===== src/rtl/fir_pkg.sv =====
// Shared constants and types for the FIR MAC kernel and its tap sequencer.
package fir_pkg;
    localparam int FIR_DW   = 32;
    localparam int FIR_NTAP = 11;

    localparam logic [3:0] PHASE_RST    = 4'd1;
    localparam logic [3:0] PHASE_DONE   = 4'd11;
    localparam logic [3:0] PHASE_ACCEPT = 4'd10;

    typedef logic [FIR_DW-1:0] fir_word_t;
endpackage


===== src/rtl/fir_phase_ctr.sv =====
// 1..11 wrap counter mirroring the kernel's Done counter, with decoded strobes.
module fir_phase_ctr
    import fir_pkg::*;
(
    input  logic       CLK,
    input  logic       Resetn,
    output logic [3:0] phase,
    output logic       done,
    output logic       accept_slot
);

    logic [3:0] phase_nxt;

    always_ff @(posedge CLK or negedge Resetn) begin
        if (!Resetn) begin
            phase <= PHASE_RST;
        end else begin
            phase <= phase_nxt;
        end
    end

    always_comb begin
        phase_nxt = phase + 4'd1;
        if (phase == PHASE_DONE) begin
            phase_nxt = PHASE_RST;
        end
    end

    assign done        = (phase == PHASE_DONE);
    assign accept_slot = (phase == PHASE_ACCEPT);

endmodule


===== src/rtl/fir_tap_sequencer.sv =====
// Feeds the 11-cycle FIR MAC kernel: sample history, coefficient bank and
// per-cycle X/tap operands in lockstep with the kernel phase.
module fir_tap_sequencer
    import fir_pkg::*;
#(
    parameter int DW   = FIR_DW,
    parameter int NTAP = FIR_NTAP
) (
    input  logic          CLK,
    input  logic          Resetn,
    input  logic [DW-1:0] s_data,
    input  logic          s_valid,
    output logic          s_ready,
    input  logic          tap_we,
    input  logic [3:0]    tap_addr,
    input  logic [DW-1:0] tap_wdata,
    input  logic          hist_clr,
    output logic [DW-1:0] X,
    output logic [DW-1:0] tap,
    output logic          y_valid
);

    logic [3:0]    phase;
    logic          done;
    logic          accept_slot;
    logic [3:0]    idx;
    logic          accept;
    logic          win_live;
    logic          res_live;
    logic [DW-1:0] hist [NTAP];
    logic [DW-1:0] taps [NTAP];

    fir_phase_ctr u_phase (
        .CLK         (CLK),
        .Resetn      (Resetn),
        .phase       (phase),
        .done        (done),
        .accept_slot (accept_slot)
    );

    // Handshake: s_ready is high only in the phase-10 slot; a sample transfers
    // on the rising edge where s_valid & s_ready, otherwise the producer holds it.
    assign s_ready = accept_slot;
    assign accept  = s_valid & accept_slot;

    // The Done cycle doubles as the first product slot of the next window.
    always_comb begin
        idx = phase;
        if (done) begin
            idx = 4'd0;
        end
    end

    assign tap     = taps[idx];
    assign X       = win_live ? hist[idx] : '0;
    assign y_valid = done & res_live;

    // Clear takes priority over the shift, so a simultaneous accept lands alone.
    always_ff @(posedge CLK or negedge Resetn) begin
        if (!Resetn) begin
            for (int k = 0; k < NTAP; k++) begin
                hist[k] <= '0;
            end
        end else if (accept) begin
            hist[0] <= s_data;
            for (int k = 1; k < NTAP; k++) begin
                hist[k] <= hist_clr ? '0 : hist[k-1];
            end
        end else if (hist_clr) begin
            for (int k = 0; k < NTAP; k++) begin
                hist[k] <= '0;
            end
        end
    end

    always_ff @(posedge CLK or negedge Resetn) begin
        if (!Resetn) begin
            for (int k = 0; k < NTAP; k++) begin
                taps[k] <= '0;
            end
        end else if (tap_we && (tap_addr < 4'(NTAP))) begin
            taps[tap_addr] <= tap_wdata;
        end
    end

    // res_live marks the window whose result the kernel reports at the next Done.
    always_ff @(posedge CLK or negedge Resetn) begin
        if (!Resetn) begin
            win_live <= 1'b0;
            res_live <= 1'b0;
        end else if (accept_slot) begin
            res_live <= win_live;
            win_live <= accept;
        end
    end

endmodule


===== config.mk =====
export PLATFORM = sky130hd
export DESIGN_NAME = fir_tap_sequencer
export DESIGN_NICKNAME = d
export VERILOG_FILES = /design/src/rtl/fir_pkg.sv /design/src/rtl/fir_phase_ctr.sv /design/src/rtl/fir_tap_sequencer.sv
export SDC_FILE = /design/constraint.sdc
export NUM_CORES = 1
export LEC_CHECK = 0
export BUFFER_PORTS_ARGS = -buffer_cell sky130_fd_sc_hd__buf_2
export CAP_MARGIN = 15
export CORE_MARGIN = 3
export CORE_UTILIZATION = 60
export DETAILED_ROUTE_END_ITERATION = 12
export GPL_TIMING_DRIVEN = 0
export HOLD_SLACK_MARGIN = 0.05
export PLACE_DENSITY_LB_ADDON = 0.3
export SYNTH_ARGS = -nofsm -noshare
export SYNTH_HDL_FRONTEND = slang
export SYNTH_SLANG_ARGS = --single-unit
export TNS_END_PERCENT = 1

===== constraint.sdc =====
create_clock -name CLK -period 2.5 [get_ports CLK]
set_input_delay 0.125 -clock CLK [delete_from_list [all_inputs] [get_ports CLK]]
set_output_delay 0.125 -clock CLK [all_outputs]
set_load 0.03 [all_outputs]

* Word level (Yosys, flattened, before mapping) *
Index checks and enable logic that the tools add are counted.

operators by class
  add/sub/neg operators = 1
  multiply operators = 0
  divide/modulo/power cells = 0
  order comparisons = 4
  equal/unequal tests = 2
  shift-type cells = 0
  muxes and demuxes = 24
  bitwise logic cells = 4
  reductions and logical operators = 3

operators by type and width
  kind                 number
  $mux 352             2
  $mux 32              16
  $bwmux 352           1
  $bmux 32 s4          2
  $demux 32 s4         1
  $ge 5x5->1 const B   2
  $not 4->5            2
  $eq 4x4->1 const B   2
  $mux 4               2
  $lt 5x1->1 const B   1
  $add 4x1->4 const B  1
  $lt 4x4->1 const B   1
  $and 1x1->1          2
  $logic_and 1x1->1    2
  $reduce_bool 2->1    1

storage, ports and cells
  flip-flop bits (word level) = 710
  bits in latches = 0
  RAM bits = 0
  ROM bits = 0
  input port bits = 73
  output and inout port bits = 66
  word-level logic and storage cells = 63
  memories = 0

* Logic depth before layout (Yosys ltp) *
Gate-level depths: netlist of the first run.

  word-level depth = 7
  mapped depth = 10
  mapped depth without buffers = 5

* By module *
From an unflattened synthesis of the first run, not the netlist that was laid out.

second synthesis, totals
  cells, all modules = 3257
  area, all modules = 33797.4 um2

modules (own cells, without submodules)
  module             times used  cells an instance  area an instance (um2)  sequential area each (um2)
  fir_tap_sequencer  1           3240               33606.0                 17666.9
  fir_phase_ctr      1           17                 191.4                   101.3

* Worst setup path after synthesis of the first run *
OpenSTA, ideal clock, no wires.

  path kind = register to output
  start point = register u_phase.phase[0]
  end point = output port X[13]
  arrival = 2.374 ns
  required time = 2.375 ns
  setup slack = 0.001 ns
  stages on the path, launching flop included = 8
  buffers on the path = 2
  cell sequence = dfstp_2 -> ha_1 -> buf_4 -> nand2_1 -> a21oi_4 -> buf_6 -> o221ai_1 -> a221oi_1

on the way
  longest elaborated chain between the ends = 7

RTL lines
  what                                             line                     source
  start, declared                                  fir_phase_ctr.sv:7       output logic [3:0] phase,
  start signal, assigned                           fir_phase_ctr.sv:18      phase <= phase_nxt;
  $eq 4x4->1                                       fir_phase_ctr.sv:29      assign done = (phase == PHASE_DONE);
  $mux 4 (*)                                       fir_tap_sequencer.sv:49  if (done) begin
  $not 4->5 (not written as such) (*)              fir_tap_sequencer.sv:55  assign X = win_live ? hist[idx] : '0;
  $bmux 32 s4 (*)                                  fir_tap_sequencer.sv:55
  $mux 32 (not written as such) (*) (2 in series)  fir_tap_sequencer.sv:55
  $mux 32 (*)                                      fir_tap_sequencer.sv:55
  end, declared                                    fir_tap_sequencer.sv:18  output logic [DW-1:0] X,

Every way passes the cells marked *; elsewhere a longest branch is shown, timed or not. The select of a mux whose other input is x is not followed.

* Worst setup path after layout of the first run *
  start point = register u_phase.phase[0]
  end point = output port X[27]

Same word-level chain as after synthesis.

==> results of run 1 <==
-- critical path, cell delays in order (launching register included) --
cell and delay [ns]:
dfstp_2 0.69, ha_4 0.20, nand3b_1 0.13, buf_8 0.19, buf_4 0.15, buf_4 0.13
bufbuf_16 0.26, buf_12 0.15, a31oi_1 0.18, o211ai_1 0.18, o311a_4 0.20, buf_2 0.19
-- sequential cells by signal (all words and copies together), names as in the netlist --
register / cells
taps: 352
hist: 352
win_live: 1
u_phase.phase: 4
res_live: 1
-- synth_stat cells (all sizes together) (2+ instances only) --
master | count | area share
nand2 | 788 | 0.085
dfrtp | 709 | 0.51
a21oi | 404 | 0.058
mux2 | 367 | 0.12
buf | 180 | 0.028
clkbuf | 157 | 0.017
mux2i | 96 | 0.028
a31oi | 80 | 0.014
inv | 72 | 0.0078
nand3 | 67 | 0.0096
nor2b | 65 | 0.012
o21ai | 64 | 0.0092
o211ai | 63 | 0.014
o221ai | 49 | 0.012
a22o | 33 | 0.0083
a2bb2oi | 32 | 0.0080
mux4 | 32 | 0.021
a221oi | 31 | 0.0083
nor2 | 24 | 0.0026
nand3b | 21 | 0.0045
a21o | 18 | 0.0039
a211o | 17 | 0.0043
o21a | 17 | 0.0037
o31ai | 17 | 0.0037
o311a | 15 | 0.0043
and2 | 4 | 0.00072
nand2b | 3 | 0.00054
and3 | 2 | 0.00036
ha | 2 | 0.00072
or3 | 2 | 0.00036
-- kinds of logic after synthesis --
| family | share of synthesized area |
|---|---|
| AO/OA/AOI/OAI | 0.153 |
| XOR/XNOR | 0.000251 |
| adder cells (fa/ha/maj) | 0.000718 |
| buffers and inverters | 0.0530 |
| flip-flops | 0.510 |
| multiplexers | 0.167 |
| AND/OR/NAND/NOR | 0.116 |
-- cell type report --
cell class	instances	area, sq um
multi-input cells	2322	15700
diodes	2	5.00
clock inverters	22	359
well taps	756	946
repair buffers	224	1940
flip-flops and latches	710	17800
fillers	3982	15600
plain buffers	335	2070
clock buffers	115	2280
inverters	72	270
-- repair_timing --
item,4_1_cts,5_1_grt
endpoints found under the hold margin,233,0
hold buffers,65,0
gates cloned,2,0
resized for setup,276,89
setup buffers,12,3
pin swaps,55,28
setup endpoints to repair,419,413
-- per-stage QoR --
stage | instances | area, sq um
floorplan | 3441 | 34900
global placement | 4332 | 36500
detailed placement | 4339 | 36700
CTS | 4553 | 41000
global route | 4557 | 41300
finish | 4558 | 41300
-- worst min-delay path by stage --
stage                from                    end  slack (ns)  cells past startpoint
2_1_floorplan      Resetn    hist[0]$_DFFE_PN0P_       -0.17                      0
3_3_place_gp   s_data[24]  hist[344]$_DFFE_PN0P_        0.32                      3
3_5_place_dp       Resetn    hist[9]$_DFFE_PN0P_        0.14                      1
4_1_cts            Resetn    hist[9]$_DFFE_PN0P_        0.09                      2
5_1_grt            Resetn    hist[9]$_DFFE_PN0P_        0.12                      2
6_report           Resetn    hist[9]$_DFFE_PN0P_        0.05                      2
-- routing by layer --
metal	vias to the layer above	track usage
li1	12700	-
met1	14500	0.505
met2	1706	0.542
met3	330	0.0910
met4	2	0.161
met5	-	0
-- power by group --
group	internal [uW]	total, uW	leakage (uW)	switching (uW)
logic	1940	3550	0.00789	1620
clock network	7070	11900	0.00129	4830
registers	12800	13600	0.00931	771
==> flow_metrics.env, run 1 <==
export IMPL_fin_crit_sh=1.36
export IMPL_dr_pass1_iters=6
export IMPL_cts_tree="built"
export IMPL_worst_setup_path_start_kind="register"
export IMPL_layout_setup_ws_ns=-0.901
export IMPL_drive_gt1_frac=0.251
export IMPL_final_common_cell="nand2_1"
export IMPL_mostFrequentLayoutCells="nand2_1 (785), dfrtp_1 (709), a21oi_1 (403), mux2_2 (352), buf_2 (164)"
export IMPL_num_rows=87
export IMPL_grt_total_usage=0.363
export IMPL_port_buffers=135
export IMPL_wl_per_cell_um=24.2
export IMPL_hold_slack_ns=0.0527
export IMPL_clock_root_buffer="clkbuf_16"
export IMPL_drv_cap=0
export IMPL_r2r_start="u_phase.phase[0]$_DFF_PN1_"
export IMPL_synth_area_sq_um=34900
export IMPL_rsz0062_at_grt="true"
export IMPL_vias=29200
export IMPL_worstMarginPinSlew_ns=0.968
export IMPL_crit_start="u_phase.phase[0]$_DFF_PN1_"
export IMPL_crit_type="reg2out"
export IMPL_met1_length_um=43600
export IMPL_clk_latency_ns=0.64
export IMPL_detail_route_antenna_nets=0
export IMPL_endpoint_kind="primary output"
export IMPL_ys_ff_latch=710
export IMPL_clock_path_buffers=3
export IMPL_io_pins=139
export IMPL_r2r_end="hist[70]$_DFFE_PN0P_"
export IMPL_mappedNetlistNets=3516
export IMPL_highest_layer="met5"
export IMPL_clk_pin_slew_ns=0.06
export IMPL_hp_class="in2async"
export IMPL_cts_buffers=77
export IMPL_post_route_util=0.726
export IMPL_crit_path_max_fanout=10
export IMPL_dr_wl_met2_um=48900
export IMPL_slew_violations=0
export IMPL_areaGrowthSynthToFinish_pct=18.6
export IMPL_setup_viol=332
export IMPL_crit_arrival_ns=3.28
export IMPL_start_util=0.612
export IMPL_syn_area_per_cell_sq_um=10.1
export IMPL_die_area_sq_um=61000
export IMPL_final_hold_viol_count=0
export IMPL_grt_ovfl_total=0
export IMPL_grt_pass1_wl_um=169000
export IMPL_grt_max_degree=114
export IMPL_synth_cells=3441
export IMPL_violations="setup timing"
export IMPL_met3_length_um=12500
export IMPL_drt_iter0_drc=3657
export IMPL_coreArea_sq_um=56900
export IMPL_drc=0
export IMPL_die_width_um=247
export IMPL_setup_tns_ns=-52.56
export IMPL_cellPowerDensity_nw_per_um2=703
export IMPL_vias_per_cell=6.40
export IMPL_fin_nets=3817
export IMPL_yosys_warnings=0
export IMPL_async_flop_share=1.00
export IMPL_cts_sinks=710
export IMPL_r2r_cells=11
export IMPL_crit_end="X[27]"
export IMPL_relSlewSlack=0.354
export IMPL_place_ws_ns=-0.949
export IMPL_yosysUniqueCellTypes=48
export IMPL_grt_pass1_vias=28900
export IMPL_die_y_um=247
export IMPL_r2r_slack_ns=-0.09
export IMPL_irDropWorstVdd_mv=0.580
export IMPL_outcome="finished, violations left"
export IMPL_cts_max_level=3
export IMPL_synth_seq_area_share=0.510
export IMPL_clock_skew_ns=0.0249
export IMPL_synth_edf_count=0
export IMPL_drt_wl_total_um=110000
export IMPL_power_leakage_uw=0.0185
export IMPL_routabilityCongestion=0.945
export IMPL_cp_data_required_time_ns=2.38
export IMPL_hpwl_um=75600
export IMPL_max_freq_mhz=294
export IMPL_power_uw=29100
export IMPL_synth_flop_cell="dfrtp_1"
export IMPL_post_route_min_period_ns=3.40
export IMPL_antenna_found_initial=3
Power figures use the tool's default switching activity.
==> run 2, diff against run 1 <==
Settings changed: PLACE_DENSITY set to 0.85, PLACE_DENSITY_LB_ADDON 0.3 to unset.
==> run 2 against run 1 <==
  * The run still ends with setup timing left
  * Combinational power up 5%
  * Sequential power is essentially flat
  * Final cell count grew 0.13%
  * Clock power decreased by 5%
  * Flip-flop and latch count did not move
  * Final area is 0.49% higher
  * Sequential share of layout area decreased by 0.21 points
  * First-iteration DRC count up 35%
  * Critical endpoint is now X[0]
  * Non-clock buffer count increased by 11
  * Setup slack lost 0.0049 ns
  * Die area unchanged
  * Clock skew grew 0.0025 ns
==> flow_metrics.env, run 2 (synthesized netlist as in run 1, its figures left out) <==
export IMPL_r2r_slack_ns=-0.09
export IMPL_final_hold_viol_count=0
export IMPL_endpoint_kind="primary output"
export IMPL_post_route_min_period_ns=3.41
export IMPL_drt_iter0_drc=4946
export IMPL_sw_frac_of_total=0.263
export IMPL_die_width_um=247
export IMPL_clkPwrFrac=0.394
export IMPL_grt_total_usage=0.371
export IMPL_relSlewSlack=0.244
export IMPL_slew_violations=0
export IMPL_crit_start="u_phase.phase[0]$_DFF_PN1_"
export IMPL_detail_route_antenna_nets=0
export IMPL_routabilityCongestion=0.971
export IMPL_grt_pass1_wl_um=173000
export IMPL_r2r_end="hist[325]$_DFFE_PN0P_"
export IMPL_worst_setup_path_start_kind="register"
export IMPL_violations="setup timing"
export IMPL_post_route_util=0.729
export IMPL_port_buffers=135
export IMPL_place_area_sq_um=36700
export IMPL_layout_setup_ws_ns=-0.906
export IMPL_clk_pin_slew_ns=0.06
export IMPL_die_y_um=247
export IMPL_antenna_found_initial=3
export IMPL_crit_arrival_ns=3.28
export IMPL_die_area_sq_um=61000
export IMPL_switching_power_uw=7570
export IMPL_hpwl_um=75500
export IMPL_drt_wl_total_um=118000
export IMPL_crit_path_max_fanout=6
export IMPL_wl_per_cell_um=25.9
export IMPL_power_leakage_uw=0.0185
export IMPL_max_freq_mhz=294
export IMPL_p_seq_frac=0.476
export IMPL_cts_buffers=74
export IMPL_clock_path_buffers=3
export IMPL_cts_tree="built"
export IMPL_mostFrequentLayoutCells="nand2_1 (785), dfrtp_1 (709), a21oi_1 (398), mux2_2 (352), buf_2 (156)"
export IMPL_crit_end="X[0]"
export IMPL_combinationalPowerShare=0.130
export IMPL_crit_type="reg2out"
export IMPL_cellPowerDensity_nw_per_um2=693
export IMPL_place_ws_ns=-0.935
export IMPL_dr_pass1_iters=6
export IMPL_drive_gt1_frac=0.259
export IMPL_final_common_cell="nand2_1"
export IMPL_largest_registers="hist x352, taps x352, u_phase.phase x4"
export IMPL_hp_class="in2async"
export IMPL_areaGrowthSynthToFinish_pct=19.1
export IMPL_design_area_sq_um=41500
export IMPL_num_rows=87
export IMPL_r2r_start="u_phase.phase[0]$_DFF_PN1_"
export IMPL_outcome="finished, violations left"
export IMPL_worstMarginPinSlew_ns=1.13
export IMPL_vias_per_cell=6.76
export IMPL_cts_max_level=3
export IMPL_cp_data_required_time_ns=2.38
export IMPL_io_pins=139
export IMPL_setup_viol=147
export IMPL_clock_root_buffer="clkbuf_16"
export IMPL_drc=0
export IMPL_start_util=0.612
export IMPL_grt_pass1_vias=30000
export IMPL_vias=30800
export IMPL_clock_skew_ns=0.0274
export IMPL_fin_nets=3825
export IMPL_clk_latency_ns=0.65
export IMPL_grt_ovfl_total=0
export IMPL_fin_crit_sh=1.36
export IMPL_rsz0062_at_grt="true"
export IMPL_cts_sinks=710
export IMPL_r2r_cells=11
export IMPL_setup_tns_ns=-50.27
export IMPL_internal_power_uw=21200
export IMPL_coreArea_sq_um=56900
export IMPL_irDropWorstVdd_mv=0.759
export IMPL_grt_max_degree=127
export IMPL_drv_cap=0
==> run 2: cell count changes in the layout (fill, tap and decap cells not counted), sizes merged <==
cell and change:
clkinvlp +1, buf -8, bufinv -5, clkbuf +14, clkinv +5, inv -1
==> run 2: worst min path at each step <==
stage,end,slack (ns),depth (start not counted)
after floorplan,hist[0]$_DFFE_PN0P_,-0.17,0
after global placement,hist[345]$_DFFE_PN0P_,0.32,3
after detailed placement,hist[9]$_DFFE_PN0P_,0.04,1
after CTS,hist[9]$_DFFE_PN0P_,0.1,3
after global routing,hist[9]$_DFFE_PN0P_,0.12,3
final,hist[9]$_DFFE_PN0P_,0.08,3
==> run 2: power by group through the flow <==
stage | clock network [uW] | registers [uW] | logic [uW]
after floorplan | 0 | 13500 | 2460
after global placement | 0 | 13700 | 3150
after detailed placement | 0 | 13800 | 3340
after CTS | 11200 | 13600 | 3600
after global routing | 11700 | 13800 | 4010
final | 11300 | 13700 | 3740
==> run 2: metal layers <==
layer	part of all wire	global-route usage	vias to the layer above
met5	0.00040	0	-
met4	0.071	0.213	4
met3	0.13	0.108	649
met2	0.44	0.558	2559
met1	0.36	0.482	14900
li1	-	-	12700
==> run 2: area by class of cell <==
class                   count  area [sq um]
flip-flops and latches    710         17800
diodes                      2          5.00
well taps                 756           946
clock buffers             110          2230
fillers                  3418         15400
plain buffers             337          2140
multi-input cells        2322         15900
clock inverters            22           258
repair buffers            233          2050
inverters                  72           270
==> run 2: through the flow <==
step                      std cells  total power [uW]  hold slack, ns
after detailed placement       4339             17100          0.0436
final                          4564             28800          0.0783
after global routing           4563             29600           0.123
after global placement         4332             16800           0.320
after CTS                      4551             28400          0.0957
after floorplan                3441             16000          -0.171
==> run 2: repair_timing <==
item                                   in CTS  in global routing
cloned                                      3                  1
hold buffers                               66                  0
pin swaps                                  67                 27
setup endpoints to repair                 419                374
endpoints found under the hold margin     319                  0
buffers inserted                           11                 10
gates resized for setup                   279                125
==> run 2: worst max-delay path, stage by stage (launching register included) <==
cell	delay, ns
dfstp_2	0.54
buf_12	0.14
ha_4	0.14
buf_4	0.12
and3b_2	0.27
buf_4	0.15
clkbuf_16	0.13
o21ai_0	0.11
a221oi_2	0.49
o311a_1	0.31
buf_2	0.23
